### src/rtl/data_mem_ctrl_if.sv
// Bundle for the CPU data-memory port and the external word-memory req/ack port.
// The slave modport is the controller. The master modport is the CPU plus memory side.
interface data_mem_ctrl_if #(
  parameter int ADDR_W = 14
);
  logic [31:0]       cpu_addr;
  logic              cpu_wr;
  logic              cpu_rd;
  logic [31:0]       cpu_wr_data;
  logic [31:0]       cpu_rd_data;
  logic              cpu_valid;
  logic              ext_req;
  logic              ext_we;
  logic [ADDR_W-1:0] ext_addr;
  logic [31:0]       ext_wdata;
  logic [31:0]       ext_rdata;
  logic              ext_ack;

  modport slave (
    input  cpu_addr, cpu_wr, cpu_rd, cpu_wr_data, ext_rdata, ext_ack,
    output cpu_rd_data, cpu_valid, ext_req, ext_we, ext_addr, ext_wdata
  );

  modport master (
    output cpu_addr, cpu_wr, cpu_rd, cpu_wr_data, ext_rdata, ext_ack,
    input  cpu_rd_data, cpu_valid, ext_req, ext_we, ext_addr, ext_wdata
  );
endinterface

### src/rtl/data_mem_ctrl.sv
// Data-memory responder: stores are posted into a write buffer and drained to external memory.
// Loads are served in order behind every buffered store.
module data_mem_ctrl #(
  parameter int ADDR_W   = 14,
  parameter int WB_DEPTH = 4
) (
  input logic           clk,
  input logic           rst_n,
  data_mem_ctrl_if.slave bus
);
  localparam int PTR_W = $clog2(WB_DEPTH);

  typedef enum logic [2:0] {IDLE, WR_BUSY, RD_DRAIN, RD_BUSY, RD_DONE} state_t;

  state_t            r_state, w_state_nxt;
  logic [ADDR_W-1:0] r_wb_addr [WB_DEPTH];
  logic [31:0]       r_wb_data [WB_DEPTH];
  logic [PTR_W-1:0]  r_wr_ptr, r_rd_ptr, w_head;
  logic [PTR_W:0]    r_count;

  logic              r_ext_req, r_ext_we;
  logic [ADDR_W-1:0] r_ext_addr;
  logic [31:0]       r_ext_wdata, r_cpu_rd_data;
  logic              w_ext_req_nxt, w_ext_we_nxt;
  logic [ADDR_W-1:0] w_ext_addr_nxt;
  logic [31:0]       w_ext_wdata_nxt;
  logic              w_cpu_valid;

  logic              w_full, w_empty, w_last, w_push, w_pop, w_ld, w_ack;
  logic [ADDR_W-1:0] w_cpu_waddr;
  logic              w_unused;

  assign w_cpu_waddr = bus.cpu_addr[ADDR_W+1:2];
  assign w_unused    = ^{bus.cpu_addr[31:ADDR_W+2], bus.cpu_addr[1:0]};

  assign w_full  = (r_count == (PTR_W+1)'(WB_DEPTH));
  assign w_empty = (r_count == '0);
  assign w_last  = (r_count == (PTR_W+1)'(1));
  assign w_push  = bus.cpu_wr && !w_full;
  assign w_ld    = bus.cpu_rd && !bus.cpu_wr;
  assign w_ack   = r_ext_req && bus.ext_ack;
  assign w_pop   = w_ack && r_ext_we;

  // NOTE: state is updated with non-blocking assignments so every flop samples pre-edge values.
  always_ff @(posedge clk or negedge rst_n) begin
    if (!rst_n) r_state <= IDLE;
    else        r_state <= w_state_nxt;
  end

  // NOTE: each always_comb assigns defaults first, so no path can leave a latch behind.
  always_comb begin
    w_state_nxt = r_state;
    case (r_state)
      IDLE: begin
        if (w_ld)          w_state_nxt = w_empty ? RD_BUSY : RD_DRAIN;
        else if (!w_empty) w_state_nxt = WR_BUSY;
      end
      WR_BUSY:  if (w_ack)           w_state_nxt = IDLE;
      RD_DRAIN: if (w_ack && w_last) w_state_nxt = RD_BUSY;
      RD_BUSY:  if (w_ack)           w_state_nxt = RD_DONE;
      RD_DONE:                       w_state_nxt = IDLE;
      default:                       w_state_nxt = IDLE;
    endcase
  end

  // Stores arriving during a drain are younger than the load, so the read goes out after the last older entry.
  assign w_head = (r_state == RD_DRAIN) ? r_rd_ptr + PTR_W'(1) : r_rd_ptr;

  always_comb begin
    w_ext_req_nxt   = r_ext_req;
    w_ext_we_nxt    = r_ext_we;
    w_ext_addr_nxt  = r_ext_addr;
    w_ext_wdata_nxt = r_ext_wdata;
    w_cpu_valid     = (r_state == RD_DONE) || (bus.cpu_wr ? !w_full : !bus.cpu_rd);
    if ((r_state == IDLE && !w_empty) || (r_state == RD_DRAIN && w_ack && !w_last)) begin
      w_ext_req_nxt   = 1'b1;
      w_ext_we_nxt    = 1'b1;
      w_ext_addr_nxt  = r_wb_addr[w_head];
      w_ext_wdata_nxt = r_wb_data[w_head];
    end else if ((r_state == IDLE && w_ld) || (r_state == RD_DRAIN && w_ack)) begin
      w_ext_req_nxt  = 1'b1;
      w_ext_we_nxt   = 1'b0;
      w_ext_addr_nxt = w_cpu_waddr;
    end else if (w_ack) begin
      w_ext_req_nxt = 1'b0;
    end
  end

  always_ff @(posedge clk or negedge rst_n) begin
    if (!rst_n) begin
      r_ext_req     <= 1'b0;
      r_ext_we      <= 1'b0;
      r_ext_addr    <= '0;
      r_ext_wdata   <= '0;
      r_cpu_rd_data <= '0;
    end else begin
      r_ext_req   <= w_ext_req_nxt;
      r_ext_we    <= w_ext_we_nxt;
      r_ext_addr  <= w_ext_addr_nxt;
      r_ext_wdata <= w_ext_wdata_nxt;
      if (r_state == RD_BUSY && w_ack) r_cpu_rd_data <= bus.ext_rdata;
    end
  end

  always_ff @(posedge clk or negedge rst_n) begin
    if (!rst_n) begin
      r_wr_ptr <= '0;
      r_rd_ptr <= '0;
      r_count  <= '0;
    end else begin
      if (w_push) r_wr_ptr <= r_wr_ptr + PTR_W'(1);
      if (w_pop)  r_rd_ptr <= r_rd_ptr + PTR_W'(1);
      r_count <= r_count + (PTR_W+1)'(w_push) - (PTR_W+1)'(w_pop);
    end
  end

  // NOTE: buffer storage has no reset; an entry is only read after a push has written it.
  always_ff @(posedge clk) begin
    if (w_push) begin
      r_wb_addr[r_wr_ptr] <= w_cpu_waddr;
      r_wb_data[r_wr_ptr] <= bus.cpu_wr_data;
    end
  end

  assign bus.cpu_valid   = w_cpu_valid;
  assign bus.cpu_rd_data = r_cpu_rd_data;
  assign bus.ext_req     = r_ext_req;
  assign bus.ext_we      = r_ext_we;
  assign bus.ext_addr    = r_ext_addr;
  assign bus.ext_wdata   = r_ext_wdata;
endmodule

### src/flat_wrapper.sv
// flat-port wrapper written by rule: the top's interface ports become plain ports
module data_mem_ctrl_flat 
#(
  parameter int ADDR_W   = 14,
  parameter int WB_DEPTH = 4
)
  (clk, rst_n, bus_cpu_addr, bus_cpu_wr, bus_cpu_rd, bus_cpu_wr_data, bus_ext_rdata, bus_ext_ack, bus_cpu_rd_data, bus_cpu_valid, bus_ext_req, bus_ext_we, bus_ext_addr, bus_ext_wdata);
  data_mem_ctrl_if #(.ADDR_W(ADDR_W)) bus_i ();
  input logic clk;
  input logic rst_n;
  input wire logic [$bits(bus_i.cpu_addr)-1:0] bus_cpu_addr;
  input wire logic [$bits(bus_i.cpu_wr)-1:0] bus_cpu_wr;
  input wire logic [$bits(bus_i.cpu_rd)-1:0] bus_cpu_rd;
  input wire logic [$bits(bus_i.cpu_wr_data)-1:0] bus_cpu_wr_data;
  input wire logic [$bits(bus_i.ext_rdata)-1:0] bus_ext_rdata;
  input wire logic [$bits(bus_i.ext_ack)-1:0] bus_ext_ack;
  output wire logic [$bits(bus_i.cpu_rd_data)-1:0] bus_cpu_rd_data;
  output wire logic [$bits(bus_i.cpu_valid)-1:0] bus_cpu_valid;
  output wire logic [$bits(bus_i.ext_req)-1:0] bus_ext_req;
  output wire logic [$bits(bus_i.ext_we)-1:0] bus_ext_we;
  output wire logic [$bits(bus_i.ext_addr)-1:0] bus_ext_addr;
  output wire logic [$bits(bus_i.ext_wdata)-1:0] bus_ext_wdata;
  assign bus_i.cpu_addr = bus_cpu_addr;
  assign bus_i.cpu_wr = bus_cpu_wr;
  assign bus_i.cpu_rd = bus_cpu_rd;
  assign bus_i.cpu_wr_data = bus_cpu_wr_data;
  assign bus_i.ext_rdata = bus_ext_rdata;
  assign bus_i.ext_ack = bus_ext_ack;
  assign bus_cpu_rd_data = bus_i.cpu_rd_data;
  assign bus_cpu_valid = bus_i.cpu_valid;
  assign bus_ext_req = bus_i.ext_req;
  assign bus_ext_we = bus_i.ext_we;
  assign bus_ext_addr = bus_i.ext_addr;
  assign bus_ext_wdata = bus_i.ext_wdata;
  data_mem_ctrl #(.ADDR_W(ADDR_W), .WB_DEPTH(WB_DEPTH)) u_core (.clk(clk), .rst_n(rst_n), .bus(bus_i));
endmodule
### config.mk
export PLATFORM = sky130hd
export DESIGN_NAME = data_mem_ctrl_flat
export DESIGN_NICKNAME = d
export VERILOG_FILES = /design/src/rtl/data_mem_ctrl_if.sv /design/src/rtl/data_mem_ctrl.sv /design/src/flat_wrapper.sv
export SDC_FILE = /design/constraint.sdc
export NUM_CORES = 1
export LEC_CHECK = 0
export CORE_MARGIN = 3
export CORE_UTILIZATION = 26
export CTS_CLUSTER_SIZE = 16
export DETAILED_ROUTE_END_ITERATION = 8
export PLACE_DENSITY = 0.54
export SLEW_MARGIN = 25
export SYNTH_ARGS = -nofsm -noshare
export SYNTH_HDL_FRONTEND = slang
export SYNTH_SLANG_ARGS = --single-unit
### constraint.sdc
create_clock -name clk -period 2.3 [get_ports clk]
set_clock_uncertainty 0.05 [all_clocks]
set_input_delay 0.46 -clock clk [delete_from_list [all_inputs] [get_ports clk]]
set_output_delay 0.46 -clock clk [all_outputs]
set_load 0.005 [all_outputs]
==> flow_summary.ini, run 1 <==
[floorplanning]
die_h_um = 222
rows = 78
num_io_pins = 182
start_util = 0.265
die_w_um = 222
dieArea_um2 = 49300
core_um2 = 45800

[grt]
groute.usage.overall = 0.124
grt_max_degree = 60
grt_overflow_total = 0
antenna_found_initial = 3
grt_pass1_wl_mm = 47.3
grt_pass1_vias = 7766

[finish]
multi_input_area_um2 = 4100
area_delta_synth_final_pct = 34.3
nets = 1089
drive_above_1_share = 0.264
fillers = 4368
fin_util = 0.356
register_area_um2 = 7780

[critical_path]
cp_max_fo = 8
cp.arrival_ps = 1660
timing_worst_setup_path_type = flip-flop to output pin
crit_chain = buf_6 -> nor2_1 -> a211o_1 -> clkdlybuf4s15_1
cp_top_family = flip-flops
reg2reg_from = u_core.bus.ext_req
r2r_slack_ps = 230
critPathMaxStageDelay_ps = 400
rr_endpoint = u_core.r_count[2]
critPathBufInv = 2
start_kind = flip-flop
reg2reg_depth = 7
endpoint_kind = output pin
crit_slowest_cell = dfrtp_1
worstPathRequired_ps = 1790

[yosys]
ys_seq_area_frac = 0.641
synth_warnings = 0
syn_area_per_cell_um2 = 15.6
synth_edf_count = 184
syn_area_um2 = 12100
synthAdderAreaFrac = 0.00784
synthArstFlopShare = 0.328
synth_area_leader_cell = edfxtp_1
synth-compound-area-share = 0.0708
ys.flop_type = edfxtp_1
synth.net_count = 883
yosys.area_share.simple = 0.0530
synthTopCellsByCount = edfxtp_1, mux2_2, dfrtp_1, mux2i_1, nor2_1
synthesis.instances = 775
synth_top_area_frac = 0.456
synth_top_family_by_area = multiplexers
synth_xor_area_frac = 0.00567
synthMuxAreaShare = 0.197
synth_most_common_cell = edfxtp_1
synth-seq-cells = 274
synthTopCellsByArea = edfxtp_1, dfrtp_1, mux2_2, mux4_2, mux2i_1
synth_cell_type_count = 45

[clock_tree]
clockRootBuffer = clkbuf_16
numCtsBuffers = 36
h-tree-depth = 2
cts_tree = built
cts_sinks = 274
clkTransAtPathRegs_ps = 50
cts_buffer_depth = 3
worstSkewPairLatency_ps = 540

[place]
dp_slack_ps = -153
io_buffers = 163
post-dp-hpwl_mm = 19.7
gp_congestion = 0.720

[routing]
wl_per_cell_um = 19.0
finalWirelength_mm = 30.6
vias = 7419
detail-route-antenna-nets = 0
drt-vias-per-instance = 4.61
drtIter0Drc = 304
first_pass_iters = 4
drcViolationCount = 0

[timing]
slew_headroom = 0.687
setup_tns_ps = 0
worst_slew_pin_slew_ps = 469
rsz0062_at_grt = no
holdWs_ps = 332
hold_violations = 0
worst_slack_ps = 129
min_period_ps = 2170
setup_violations = 0
fmax_ghz = 0.461
drv_slew = 0
fin_crit_sh = 0.944

[pwr]
power_density_nw_per_um2 = 1360
power.total_uw = 22200
ir_drop_mv = 0.711
leakage_uw = 0.00591

[job]
maxCapViolCount = 0

[run_status]
outcome = finished, final reports clean

[hold_path]
hold_class = input pin to async pin
[cell families after synthesis]
logic type,count (synthesis)
simple gates,128
buf+inv,65
mux,186
compound gates,108
flops,274
xor+xnor,7
fa+ha+maj,7
[routing by layer]
layer	vias up	track usage	routed length [um]
met3	46	0.0236	1050
met1	3800	0.151	12900
li1	3451	-	-
met2	118	0.218	15700
met5	-	0	27
met4	4	0.0481	886
[how the worst max path moves through the flow]
| stage | cells past startpoint | slack, ps | end | startpoint |
|---|---|---|---|---|
| after floorplan | 3 | 240 | u_core.r_wb_addr[0][0] | u_core.r_count[1] |
| after global placement | 8 | -140 | u_core.r_count[2] | bus_ext_ack |
| after detailed placement | 8 | -150 | u_core.r_count[2] | bus_ext_ack |
| after CTS | 4 | 2 | bus_cpu_valid | u_core.r_state[0] |
| after global routing | 5 | 30 | bus_cpu_valid | u_core.r_count[0] |
| final | 4 | 130 | bus_cpu_valid | u_core.r_state[0] |
[stage by stage]
| step | cells | area, um2 |
|---|---|---|
| after floorplan | 775 | 12100 |
| after global placement | 1540 | 15000 |
| after detailed placement | 1540 | 15000 |
| after CTS | 1605 | 16300 |
| after global routing | 1608 | 16300 |
| final | 1608 | 16300 |
[state kept, by name, indices dropped and copies added (netlist names)]
signal	flops
u_core.r_wb_data	128
u_core.r_wb_addr	56
u_core.bus.cpu_rd_data	32
u_core.bus.ext_wdata	32
u_core.bus.ext_addr	14
u_core.r_count	3
u_core.r_state	3
u_core.r_rd_ptr	2
u_core.r_wr_ptr	2
u_core.bus.ext_req	1
u_core.bus.ext_we	1
[placed cells by master, fill, tap and decap left out, drive strengths merged, types with 14 or more instances in the layout]
cell type,instances
a221o,14
buf,60
mux2,109
and3,29
nor3b,16
dfrtp,90
a31oi,32
edfxtp,184
mux2i,46
a211o,15
mux4,31
a22oi,31
clkdlybuf4s50,161
clkbuf,47
nand2,34
nor2,38
[layout make-up]
class / count / area share
multi-input cells: 436 / 0.251
clock inverters: 17 / 0.0151
clock buffers: 47 / 0.0598
flip-flops and latches: 274 / 0.478
well taps: 600 / 0.0461
diodes: 1 / 0.000154
inverters: 10 / 0.00230
repair buffers: 223 / 0.147
[report_power, final]
part	total, uW	internal (uW)	leakage (uW)	switching (uW)
registers	7660	6830	0.00274	827
logic	8800	4790	0.00259	4010
clock network	5740	3660	0.000587	2080
[worst register-to-register path, cell delays in order, from the launching register on]
cell and delay, ps:
dfrtp_1 450, and3_1 220, ha_1 280, inv_1 40
ha_1 210, fa_1 410, xnor2_1 150, xnor2_1 130
[timing repair]
item	CTS	global route
setup endpoints to repair	33	2
setup buffers	0	2
gates cloned	0	0
hold buffers	1	0
pin swaps	0	1
hold endpoints to repair	24	0
resized for setup	2	2
(Power assumes the default switching activity.)
==> run 2: changes to the inputs <==
--- a/config.mk
+++ b/config.mk
@@ -10,7 +10,7 @@
 export CTS_CLUSTER_SIZE = 16
 export DETAILED_ROUTE_END_ITERATION = 8
 export PLACE_DENSITY = 0.54
-export SLEW_MARGIN = 25
+export SLEW_MARGIN = 20
 export SYNTH_ARGS = -nofsm -noshare
 export SYNTH_HDL_FRONTEND = slang
 export SYNTH_SLANG_ARGS = --single-unit
==> results of run 2 <==
Same layout as run 1: the final DEF is identical, and so are final timing and power.
